## src/rtl/pet_stats.sv

```systemverilog
`timescale 1ns/1ps
// pet_stats: six-channel pet-status engine.
//
// A free-running divider produces a one-cycle `tick` every TICK_DIV clocks.
// Each tick ages the need selected by random[2:0] (0..5; 6/7 select nothing).
// Edge-detected care buttons relieve their need. A mode FSM (AWAKE / ASLEEP /
// DEAD) gates care and decay; a death counter moves the pet to DEAD after
// DEATH_TICKS consecutive ticks with health at MAX.
//
// Build option: define PET_STATS_SLEEP_EN to build the ASLEEP state with
// energy recovery and auto-wake. Without it, button [4] is a plain care
// press on energy and `asleep` is tied low.
//
// Ports:
//   clk        system clock
//   reset      asynchronous, active-high reset
//   inputs     buttons: [0] feed [1] play [2] medicine [3] clean
//              [4] sleep [5] socialize [7:6] unused
//   random     LFSR value, only [2:0] used
//   hunger, happiness, health, hygiene, energy, social
//              need levels, 0 = satisfied, MAX = critical
//   asleep     high in ASLEEP
//   dead       high in DEAD
//   alert      registered: any stat at MAX
//   tick       one-cycle pulse per tick period
module pet_stats #(
  parameter int STAT_W      = 4,
  parameter int TICK_DIV    = 1000,
  parameter int DECAY_STEP  = 1,
  parameter int CARE_STEP   = 1,
  parameter int DEATH_TICKS = 8
) (
  input  logic              clk,
  input  logic              reset,
  input  logic [7:0]        inputs,
  input  logic [7:0]        random,
  output logic [STAT_W-1:0] hunger,
  output logic [STAT_W-1:0] happiness,
  output logic [STAT_W-1:0] health,
  output logic [STAT_W-1:0] hygiene,
  output logic [STAT_W-1:0] energy,
  output logic [STAT_W-1:0] social,
  output logic              asleep,
  output logic              dead,
  output logic              alert,
  output logic              tick
);

  localparam int CW = (TICK_DIV > 1) ? $clog2(TICK_DIV) : 1;
  localparam int DW = (DEATH_TICKS > 0) ? $clog2(DEATH_TICKS + 1) : 1;

  localparam logic [CW-1:0]       TICK_LAST  = CW'(TICK_DIV - 1);
  localparam logic [DW-1:0]       DEATH_LAST = DW'(DEATH_TICKS);
  localparam logic [STAT_W-1:0]   MAX        = '1;
  localparam logic [STAT_W+1:0]   MAX_X      = {2'b00, MAX};
  localparam logic [STAT_W+1:0]   UP_X       = (STAT_W + 2)'(DECAY_STEP);
  localparam logic [STAT_W+1:0]   DN_X       = (STAT_W + 2)'(CARE_STEP);

  localparam int HEALTH_IDX = 2;
  localparam int ENERGY_IDX = 4;

`ifdef PET_STATS_SLEEP_EN
  // Button [4] is the sleep toggle, not a care button for energy.
  localparam logic [5:0] CARE_MASK = 6'b101111;
  typedef enum logic [1:0] {AWAKE, ASLEEP, DEAD} mode_t;
`else
  localparam logic [5:0] CARE_MASK = 6'b111111;
  typedef enum logic [0:0] {AWAKE, DEAD} mode_t;
`endif

  mode_t             state_q, state_d;
  logic [CW-1:0]     cnt_q;
  logic              tick_q;
  logic [5:0]        inputs_q;
  logic              armed_q;
  logic [5:0]        press_q;
  logic              alert_q;
  logic [DW-1:0]     dcnt_q, dcnt_d;
  logic [STAT_W-1:0] stat_q [6];
  logic [STAT_W-1:0] stat_d [6];
  logic [STAT_W+1:0] up     [6];
  logic [STAT_W+1:0] dn     [6];
  logic [2:0]        sel;
  logic              any_max;
  logic              unused_bits;

  assign unused_bits = ^{inputs[7:6], random[7:3]};

  // Saturating net step, evaluated two bits wider than the stat so that
  // both the underflow and the overflow side are visible.
  function automatic logic [STAT_W-1:0] sat_step(input logic [STAT_W-1:0] x,
                                                 input logic [STAT_W+1:0] u,
                                                 input logic [STAT_W+1:0] d);
    logic [STAT_W+1:0] s;
    s = {2'b00, x} + u;
    if (s < d) begin
      return '0;
    end
    s = s - d;
    if (s > MAX_X) begin
      return MAX;
    end
    return s[STAT_W-1:0];
  endfunction

  always_comb begin
    any_max = 1'b0;
    for (int unsigned i = 0; i < 6; i++) begin
      if (stat_q[i] == MAX) any_max = 1'b1;
    end
  end

  // Divider, button edge detect and alert register.
  // armed_q suppresses a press on the first clock after reset, so a button
  // still held when reset releases is not seen as a new press.
  always_ff @(posedge clk or posedge reset) begin
    if (reset) begin
      cnt_q    <= '0;
      tick_q   <= 1'b0;
      inputs_q <= '0;
      armed_q  <= 1'b0;
      press_q  <= '0;
      alert_q  <= 1'b0;
    end else begin
      cnt_q    <= (cnt_q == TICK_LAST) ? '0 : cnt_q + 1'b1;
      tick_q   <= (cnt_q == TICK_LAST);
      inputs_q <= inputs[5:0];
      armed_q  <= 1'b1;
      press_q  <= armed_q ? (inputs[5:0] & ~inputs_q) : '0;
      alert_q  <= any_max;
    end
  end

  // Mode FSM: next state, per-stat up/down steps and death counter.
  always_comb begin
    state_d = state_q;
    dcnt_d  = dcnt_q;
    sel     = random[2:0];
    for (int unsigned i = 0; i < 6; i++) begin
      up[i] = '0;
      dn[i] = '0;
    end

    case (state_q)
      AWAKE: begin
        for (int unsigned i = 0; i < 6; i++) begin
          if (tick_q && (sel == 3'(i))) up[i] = UP_X;
          if (press_q[i] && CARE_MASK[i]) dn[i] = DN_X;
        end
`ifdef PET_STATS_SLEEP_EN
        if (press_q[ENERGY_IDX]) state_d = ASLEEP;
`endif
      end
`ifdef PET_STATS_SLEEP_EN
      ASLEEP: begin
        if (tick_q) begin
          if (sel == 3'd0) up[0] = UP_X;
          dn[ENERGY_IDX] = DN_X;
        end
        if (press_q[ENERGY_IDX]) state_d = AWAKE;
      end
`endif
      default: begin
        // DEAD: no steps, stats hold
      end
    endcase

    for (int unsigned i = 0; i < 6; i++) begin
      stat_d[i] = sat_step(stat_q[i], up[i], dn[i]);
    end

`ifdef PET_STATS_SLEEP_EN
    if ((state_q == ASLEEP) && tick_q && (stat_d[ENERGY_IDX] == '0)) begin
      state_d = AWAKE;
    end
`endif

    // Death check uses health before this tick's update and overrides
    // any other transition.
    if (tick_q && (state_q != DEAD)) begin
      dcnt_d = (stat_q[HEALTH_IDX] == MAX) ? dcnt_q + 1'b1 : '0;
      if (dcnt_d == DEATH_LAST) state_d = DEAD;
    end
  end

  always_ff @(posedge clk or posedge reset) begin
    if (reset) begin
      state_q <= AWAKE;
      dcnt_q  <= '0;
      for (int unsigned i = 0; i < 6; i++) begin
        stat_q[i] <= '0;
      end
    end else begin
      state_q <= state_d;
      dcnt_q  <= dcnt_d;
      for (int unsigned i = 0; i < 6; i++) begin
        stat_q[i] <= stat_d[i];
      end
    end
  end

  assign hunger    = stat_q[0];
  assign happiness = stat_q[1];
  assign health    = stat_q[2];
  assign hygiene   = stat_q[3];
  assign energy    = stat_q[4];
  assign social    = stat_q[5];
`ifdef PET_STATS_SLEEP_EN
  assign asleep    = (state_q == ASLEEP);
`else
  assign asleep    = 1'b0;
`endif
  assign dead      = (state_q == DEAD);
  assign alert     = alert_q;
  assign tick      = tick_q;

endmodule

```

## config.mk

```make
export PLATFORM = sky130hd
export DESIGN_NAME = pet_stats
export DESIGN_NICKNAME = d
export VERILOG_FILES = /design/src/rtl/pet_stats.sv
export SDC_FILE = /design/constraint.sdc
export NUM_CORES = 1
export LEC_CHECK = 0
export ABC_CLOCK_PERIOD_IN_PS = 7820
export BUFFER_PORTS_ARGS = -buffer_cell sky130_fd_sc_hd__clkbuf_2
export CAP_MARGIN = 20
export CELL_PAD_IN_SITES_DETAIL_PLACEMENT = 1
export CELL_PAD_IN_SITES_GLOBAL_PLACEMENT = 1
export CORE_UTILIZATION = 48
export DETAILED_ROUTE_END_ITERATION = 8
export GPL_TIMING_DRIVEN = 1
export HOLD_SLACK_MARGIN = 0.12
export MAX_ROUTING_LAYER = met4
export PLACE_DENSITY = 0.95
export SLEW_MARGIN = 20
export SYNTH_ARGS = -nofsm -noshare
export SYNTH_HDL_FRONTEND = slang
export SYNTH_SLANG_ARGS = --single-unit
```

## constraint.sdc

```tcl
create_clock -name clk -period 7.82 [get_ports clk]
set_input_delay 1.564 -clock clk [delete_from_list [all_inputs] [get_ports clk]]
set_output_delay 1.564 -clock clk [all_outputs]
set_load 0.01 [all_outputs]
```

Word-level counts from Yosys, hierarchy flattened

Index checks and enable logic that the tools add are counted.

Bits in registers: 54
Latch bits: 0
Bits in writable memories: 0
Memory bits (read-only): 0
Input bits: 18
Output and inout bits: 28
Memories kept: 0

Add/subtract/negate cells: 14
$mul: 0
Divide/modulo/power cells: 0
$lt $le $gt $ge: 12
Equality and inequality tests: 13
Shift-type cells: 0
Multiplexer cells: 65
Bitwise logic cells: 3
Reductions and logical operators: 9

Operator list:

| kind                    | number |
|---|---|
| $mux W4                 | 25 |
| $add A4 B6 Y6           | 6 |
| $gt A6 B4 Y1 const B    | 6 |
| $lt A6 B6 Y1            | 6 |
| $mux W1                 | 36 |
| $mux W36                | 1 |
| $sub A6 B6 Y6           | 6 |
| $mux W31                | 1 |
| $eq A4 B4 Y1 const B    | 7 |
| $add A10 B1 Y10 const B | 1 |
| $eq A10 B10 Y1 const B  | 1 |
| $mux W10                | 1 |
| $logic_and A1 B1 Y1     | 7 |
| $and A6 B6 Y6           | 1 |
| $eq A3 B2 Y1 const B    | 2 |
| $eq A3 B3 Y1 const B    | 2 |
| $mux W6                 | 1 |
| $not A6 Y6              | 1 |
| $add A4 B1 Y4 const B   | 1 |
| $eq A3 B1 Y1 const B    | 1 |
| $logic_not A3 Y1        | 1 |
| $reduce_and A2 Y1       | 1 |
| $not A1 Y1              | 1 |

Depth between registers and ports, before layout

Gate-level depths: netlist (run 1).

Depth after elaboration: 11
Depth in mapped cells: 10
Depth with buffers taken out: 10

Worst setup path after synthesis (run 1)

No wires, ideal clock.

Path type: input port to flip-flop
Start: in random[0]
End: reg stat_q, in the netlist energy[0]
Arrival: 3233 ps
Slack: 4505 ps
Cell stages on the path: 8
Path buffers: 1
Path through: nor4b_1 ha_1 ha_1 buf_4 and2_2 o221ai_2 or3b_1 a31oi_1

RTL lines:

| element                       | line | RTL |
|---|---|---|
| start, declared               | 36   | `input logic [7:0] random,` |
| end signal, assigned by index | 197  | `stat_q[i] <= stat_d[i];` |
| end, declared                 | 79   | `logic [STAT_W-1:0] stat_q [6];` |

==> impl_metrics.toml, run 1 <==
[power_and_ir_drop]
ir_worst_vdd_v = 0.000135
p_leak_nw = 1.72
finalPower_uw = 925
power_density_nw_per_um2 = 250

[die]
rows = 30
core_region_area_sq_um = 6760
die_height_microns = 85.4
pin_count = 46
die_w_microns = 85.4
die_area_sq_um = 7300
initial_utilization_pct = 49.4

[global_routing]
grt.total_usage_pct = 23.5
grt_start_max_net_pins = 55
grt_pass1_wl_microns = 13300
grt-ovfl-total = 0
antenna_found_initial = 0
grt_pass1_vias = 2786

[synthesis]
synth_area_leaders = "dfrtp_1 (40%), ha_1 (9.7%), xnor2_1 (3.1%), nand2_1 (3.0%), nand3_1 (2.8%)"
ys_ff_latch = 54
synth_nets = 382
synth_async_sr_flop_share_pct = 100
avgSynthCellArea_sq_um = 9.88
yosys.area.top_type = "dfrtp_1"
synth_cell_types = 65
synth_cells = 338
yosysSeqAreaShare_pct = 40.4
synth_warnings = 0
synth-main-ff-cell = "dfrtp_1"
synth_edf_count = 0
yosysTopAreaCellShare_pct = 40.4
netlist_area_sq_um = 3340

[sta]
worstMarginPinSlew_ns = 0.697
clock.fmax_ghz = 0.288
worst_clock_skew_ns = 0.0176
hold_violations = 0
rsz0062_at_grt = "false"
period_needed_ns = 3.47
final.setup.tns_ns = 0
post-route-period-util_pct = 44.4
hold_ws_ns = 0.412
fin_ws_ns = 4.35
maxSlewViolCount = 0
setup_viol = 0
slew_headroom_pct = 53.5

[clock_network]
cts_buffers = 5
cts_setup_buffers = 0
clk-insertion-delay-late_ns = 0.31
cts_tree = "built"
cts_resized = 0
clock_sinks = 54
cts.htree.levels = 2
clock_path_buffers = 2
root_buffer = "clkbuf_8"
path_clk_slew_ns = 0.10
postCtsHoldBufs = 0

[worst_setup_path]
reg2reg_to = "energy[1]"
path_cells = "clkbuf_2 > nor4b_1 > ha_1 > ha_1 > and2_2 > o221ai_2 > or3b_1 > a31oi_1"
worst_r2r_path_depth = 8
arrival_ns = 3.69
path_common_cell = "ha_1"
cp-start-kind = "input port"
startpoint = "random[0]"
crit_path_end_kind = "flip-flop"
critPathSlowestCell = "or3b_1"
crit_fanout = 9
crit_required_ns = 8.04
max_stage_delay_ns = 0.43
rrSetupSlack_ns = 4.85
crit_buf_inv = 1
crit_family = "simple AND/OR/NAND/NOR gates"
reg2reg_from = "dead"
cp-endpoint = "energy[1]"
path_class = "in2reg"
cp.depth = 8

[final_layout]
drive_above_1_share_pct = 15.2
fin_nets = 419
instances_no_fill = 456
fin_util_pct = 54.8
area_growth_syn_to_layout_pct = 10.9
diodes = 0
stdcell_area_sq_um = 3700

[routing]
firstDrtPassIters = 4
via_per_inst = 5.86
drt-initial-drc-count = 70
via_count = 2670
routedWlPerCell_microns = 16.8
finalWirelength_microns = 7660
final_antenna_net_count = 0
drc_errors = 0

[status]
status = "complete, no violations"

[place]
place.detailed.hpwl_microns = 5700
dpl-instance-area_sq_um = 3590
numPortBuffers = 37
dp_slack_ns = 4.03
gp_congestion = 0.882
dp.cells = 448

[min_path]
hold_class = "reg2reg"

[run]
maxCapViolations = 0
-- layout make-up --
type	instances	area, sq um
fillers	785	3050
multi-input cells	261	1890
flip-flops and latches	54	1350
repair buffers	38	193
well taps	80	100
clock buffers	6	72.6
inverters	15	56.3
clock inverters	2	37.5
-- synth_stat cells (6+ instances only) --
library cell	count
inv_1	15
a31oi_1	7
o21ai_0	12
xor2_1	10
ha_1	26
nor3_1	6
dfrtp_1	54
and3b_1	6
nand2_1	27
a21oi_1	11
o221ai_1	7
nand3_1	19
nor2_1	18
nor2b_1	13
xnor2_1	12
nand2b_1	10
-- worst min path at each step --
stage / to / startpoint / cells past startpoint
CTS: press_q[4] / inputs_q[4] / 1
global placement: press_q[4] / inputs_q[4] / 1
global route: press_q[4] / inputs_q[4] / 1
finish: press_q[4] / inputs_q[4] / 1
detailed placement: press_q[4] / inputs_q[4] / 1
floorplan: press_q[4] / inputs_q[4] / 1
-- registers in the layout (all words and copies together), names as in the netlist --
name / count
energy: 4
dcnt_q: 4
health: 4
cnt_q: 10
alert: 1
inputs_q: 6
hygiene: 4
armed_q: 1
dead: 1
happiness: 4
press_q: 6
tick: 1
hunger: 4
social: 4
-- kinds of logic after synthesis --
family | share of synthesized area [%]
buf+inv | 2.88
flops | 40.4
fa+ha+maj | 9.74
xor+xnor | 6.25
other cells | 0.225
compound gates | 17.1
simple gates | 22.1
mux | 1.24
-- where the power goes --
| part | leakage (nW) | internal, mW | switching (mW) |
|---|---|---|---|
| combinational | 0.992 | 0.147 | 0.170 |
| clock | 0.0514 | 0.0957 | 0.0940 |
| sequential | 0.672 | 0.330 | 0.0879 |
| total | 1.72 | 0.573 | 0.352 |
-- metal layers --
metal | wire, microns | vias up | global-route usage [%]
met1 | 3470 | 1315 | 29.7
li1 | - | 1305 | -
met2 | 3900 | 40 | 40.5
met3 | 197 | 10 | 2.33
met4 | 95 | 0 | 5.76
met5 | 0 | - | -
-- cells in the final DEF (no fill, tap or decap), types with 7 or more instances in the layout --
master | Yosys | final
a31oi_1 | 7 | 7
nand3_1 | 19 | 19
nand2b_1 | 10 | 10
a21oi_1 | 11 | 11
xnor2_1 | 12 | 12
nand2_1 | 27 | 27
clkbuf_2 | 0 | 37
ha_1 | 26 | 26
dfrtp_1 | 54 | 54
nor2_1 | 18 | 18
inv_1 | 15 | 14
o221ai_1 | 7 | 7
nor2b_1 | 13 | 13
xor2_1 | 10 | 10
o21ai_0 | 12 | 12
Note: power is estimated with default switching activity, not from simulation.
==> inputs of run 2 (changes only) <==
--- a/config.mk
+++ b/config.mk
@@ -5,17 +5,17 @@
 export SDC_FILE = /design/constraint.sdc
 export NUM_CORES = 1
 export LEC_CHECK = 0
-export ABC_CLOCK_PERIOD_IN_PS = 7820
+export ABC_CLOCK_PERIOD_IN_PS = 3200
 export BUFFER_PORTS_ARGS = -buffer_cell sky130_fd_sc_hd__clkbuf_2
 export CAP_MARGIN = 20
 export CELL_PAD_IN_SITES_DETAIL_PLACEMENT = 1
 export CELL_PAD_IN_SITES_GLOBAL_PLACEMENT = 1
-export CORE_UTILIZATION = 48
+export CORE_UTILIZATION = 45
 export DETAILED_ROUTE_END_ITERATION = 8
 export GPL_TIMING_DRIVEN = 1
 export HOLD_SLACK_MARGIN = 0.12
 export MAX_ROUTING_LAYER = met4
-export PLACE_DENSITY = 0.95
+export PLACE_DENSITY = 0.92
 export SLEW_MARGIN = 20
 export SYNTH_ARGS = -nofsm -noshare
 export SYNTH_HDL_FRONTEND = slang
==> constraint.sdc (replaced) <==
create_clock -name clk -period 3.2 [get_ports clk]
set_input_delay 0.64 -clock clk [delete_from_list [all_inputs] [get_ports clk]]
set_output_delay 0.64 -clock clk [all_outputs]
set_load 0.01 [all_outputs]
==> run 2 against run 1 <==
  * Wire length grew 6.9%
  * Clock skew fell by 0.0040 ns
  * Highest routed layer unchanged
  * Critical endpoint is now happiness[2]
  * First-iteration DRC count up 19%
  * Flip-flop and latch count unchanged
  * Clock power grew 120%
  * Combinational power up 150%
  * Global-route usage fell by 0.11 points
  * Worst setup slack got worse by 4.0 ns
  * Register-to-register slack got worse by 4.5 ns
==> impl_metrics.toml, run 2 (same netlist as run 1, synthesis figures left out) <==
[clock_network]
clock_path_buffers = 2
cts_setup_buffers = 0
cts_tree = "built"
clock_sinks = 54
clk-insertion-delay-late_ns = 0.32
root_buffer = "clkbuf_8"
cts.htree.levels = 2
path_clk_slew_ns = 0.11
cts_buffers = 5

[worst_setup_path]
arrival_ns = 3.12
rrSetupSlack_ns = 0.31
crit_fanout = 10
crit_required_ns = 3.43
cp-start-kind = "flip-flop"
crit_path_end_kind = "flip-flop"
path_class = "reg2reg"

[final_layout]
final_common_cell = "dfrtp_1"
regMostFlops = "cnt_q"
fin_util_pct = 51.6
area_growth_syn_to_layout_pct = 11.5
diodes = 0
drive_above_1_share_pct = 15.9
fill_cells = 851
fin_nets = 420
stdcell_area_sq_um = 3730
instances_no_fill = 476
mostFrequentLayoutCells = "dfrtp_1 (54), clkbuf_2 (37), nand2_1 (27)"
largest_reg_flops = 10
largestRegisters = "cnt_q (10), inputs_q (6), press_q (6)"

[routing]
routedWlPerCell_microns = 17.2
final_antenna_net_count = 0
drt-initial-drc-count = 83
via_count = 2754
firstDrtPassIters = 4
via_per_inst = 5.79
finalWirelength_microns = 8190
drc_errors = 0

[die]
rows = 31
die_area_sq_um = 7770
die_height_microns = 88.2
die_w_microns = 88.2
initial_utilization_pct = 46.3
pin_count = 46
core_region_area_sq_um = 7210

[min_path]
hold_class = "in2async"

[place]
place.detailed.hpwl_microns = 6340
gp_congestion = 0.885
dp.cells = 468
dpl-instance-area_sq_um = 3620
numPortBuffers = 37

[sta]
clock.fmax_ghz = 0.346
worstMarginPinSlew_ns = 0.544
final.setup.tns_ns = 0
slew_headroom_pct = 63.6
setup_viol = 0
maxSlewViolCount = 0
worst_clock_skew_ns = 0.0137
hold_violations = 0
period_needed_ns = 2.89
post-route-period-util_pct = 90.3
rsz0062_at_grt = "false"

[power_and_ir_drop]
power_density_nw_per_um2 = 597
p_leak_nw = 1.72
ir_worst_vdd_v = 0.000270

[global_routing]
grt.total_usage_pct = 23.4
antenna_found_initial = 0
grt_pass1_vias = 2970
grt_pass1_wl_microns = 13600
grt_start_max_net_pins = 41
grt-ovfl-total = 0

[run]
maxCapViolations = 0

[status]
status = "complete, no violations"
[run 2: power by group]
part	internal (mW)	switching, mW	total [mW]
Sequential	0.808	0.227	1.03
Combinational	0.361	0.418	0.779
Clock	0.159	0.250	0.409
Total	1.33	0.895	2.22
[run 2: critical path, stage by stage, from the launching register on]
cell	delay [ns]
dfrtp_1	0.51
nand2b_1	0.34
nor4b_1	0.46
ha_1	0.24
ha_1	0.30
xor2_1	0.16
a2111oi_4	0.45
a21oi_1	0.13
o221ai_1	0.20
[run 2: worst paths after layout]
path / start / endpoint / cells after the start
max: dead / happiness[2] / 8
min: reset / inputs_q[1] / 2
max reg2reg: dead / happiness[2] / 8
min reg2reg: inputs_q[4] / press_q[4] / 1
max in group asynchronous: reset / energy[1] / 3
min in group clk: inputs_q[4] / press_q[4] / 1
[run 2: metal layers]
layer	share of wire, %	up-vias	track usage (%)
met3	2.5	8	3.58
met5	0	-	-
met1	42	1395	25.4
met4	0.93	0	5.72
met2	55	44	44.0
li1	-	1307	-
[run 2: through the flow]
stage / setup slack, ns / hold slack, ns / power (mW)
2_1_floorplan: 0.651 / 0.377 / 1.54
4_1_cts: 0.239 / 0.243 / 2.25
3_3_place_gp: 0.435 / 0.380 / 1.76
3_5_place_dp: 0.301 / 0.409 / 1.84
6_report: 0.309 / 0.235 / 2.22
5_1_grt: 0.0604 / 0.258 / 2.37
[run 2: layout make-up]
class	instances	area (sq um)	area share, %
tap	99	124	3.32
sequential	54	1350	36.3
multi-input combinational	261	1900	51.0
clock inverter	3	26.3	0.705
timing repair buffer	39	200	5.37
inverter	15	56.3	1.51
clock buffer	5	68.8	1.85
[run 2: timing repair]
item / 4_1_cts / 5_1_grt
hold endpoints to repair: 0 / 0
hold buffers: 0 / 0
gates resized for setup: 0 / 1
endpoints found under the setup margin: 0 / 1
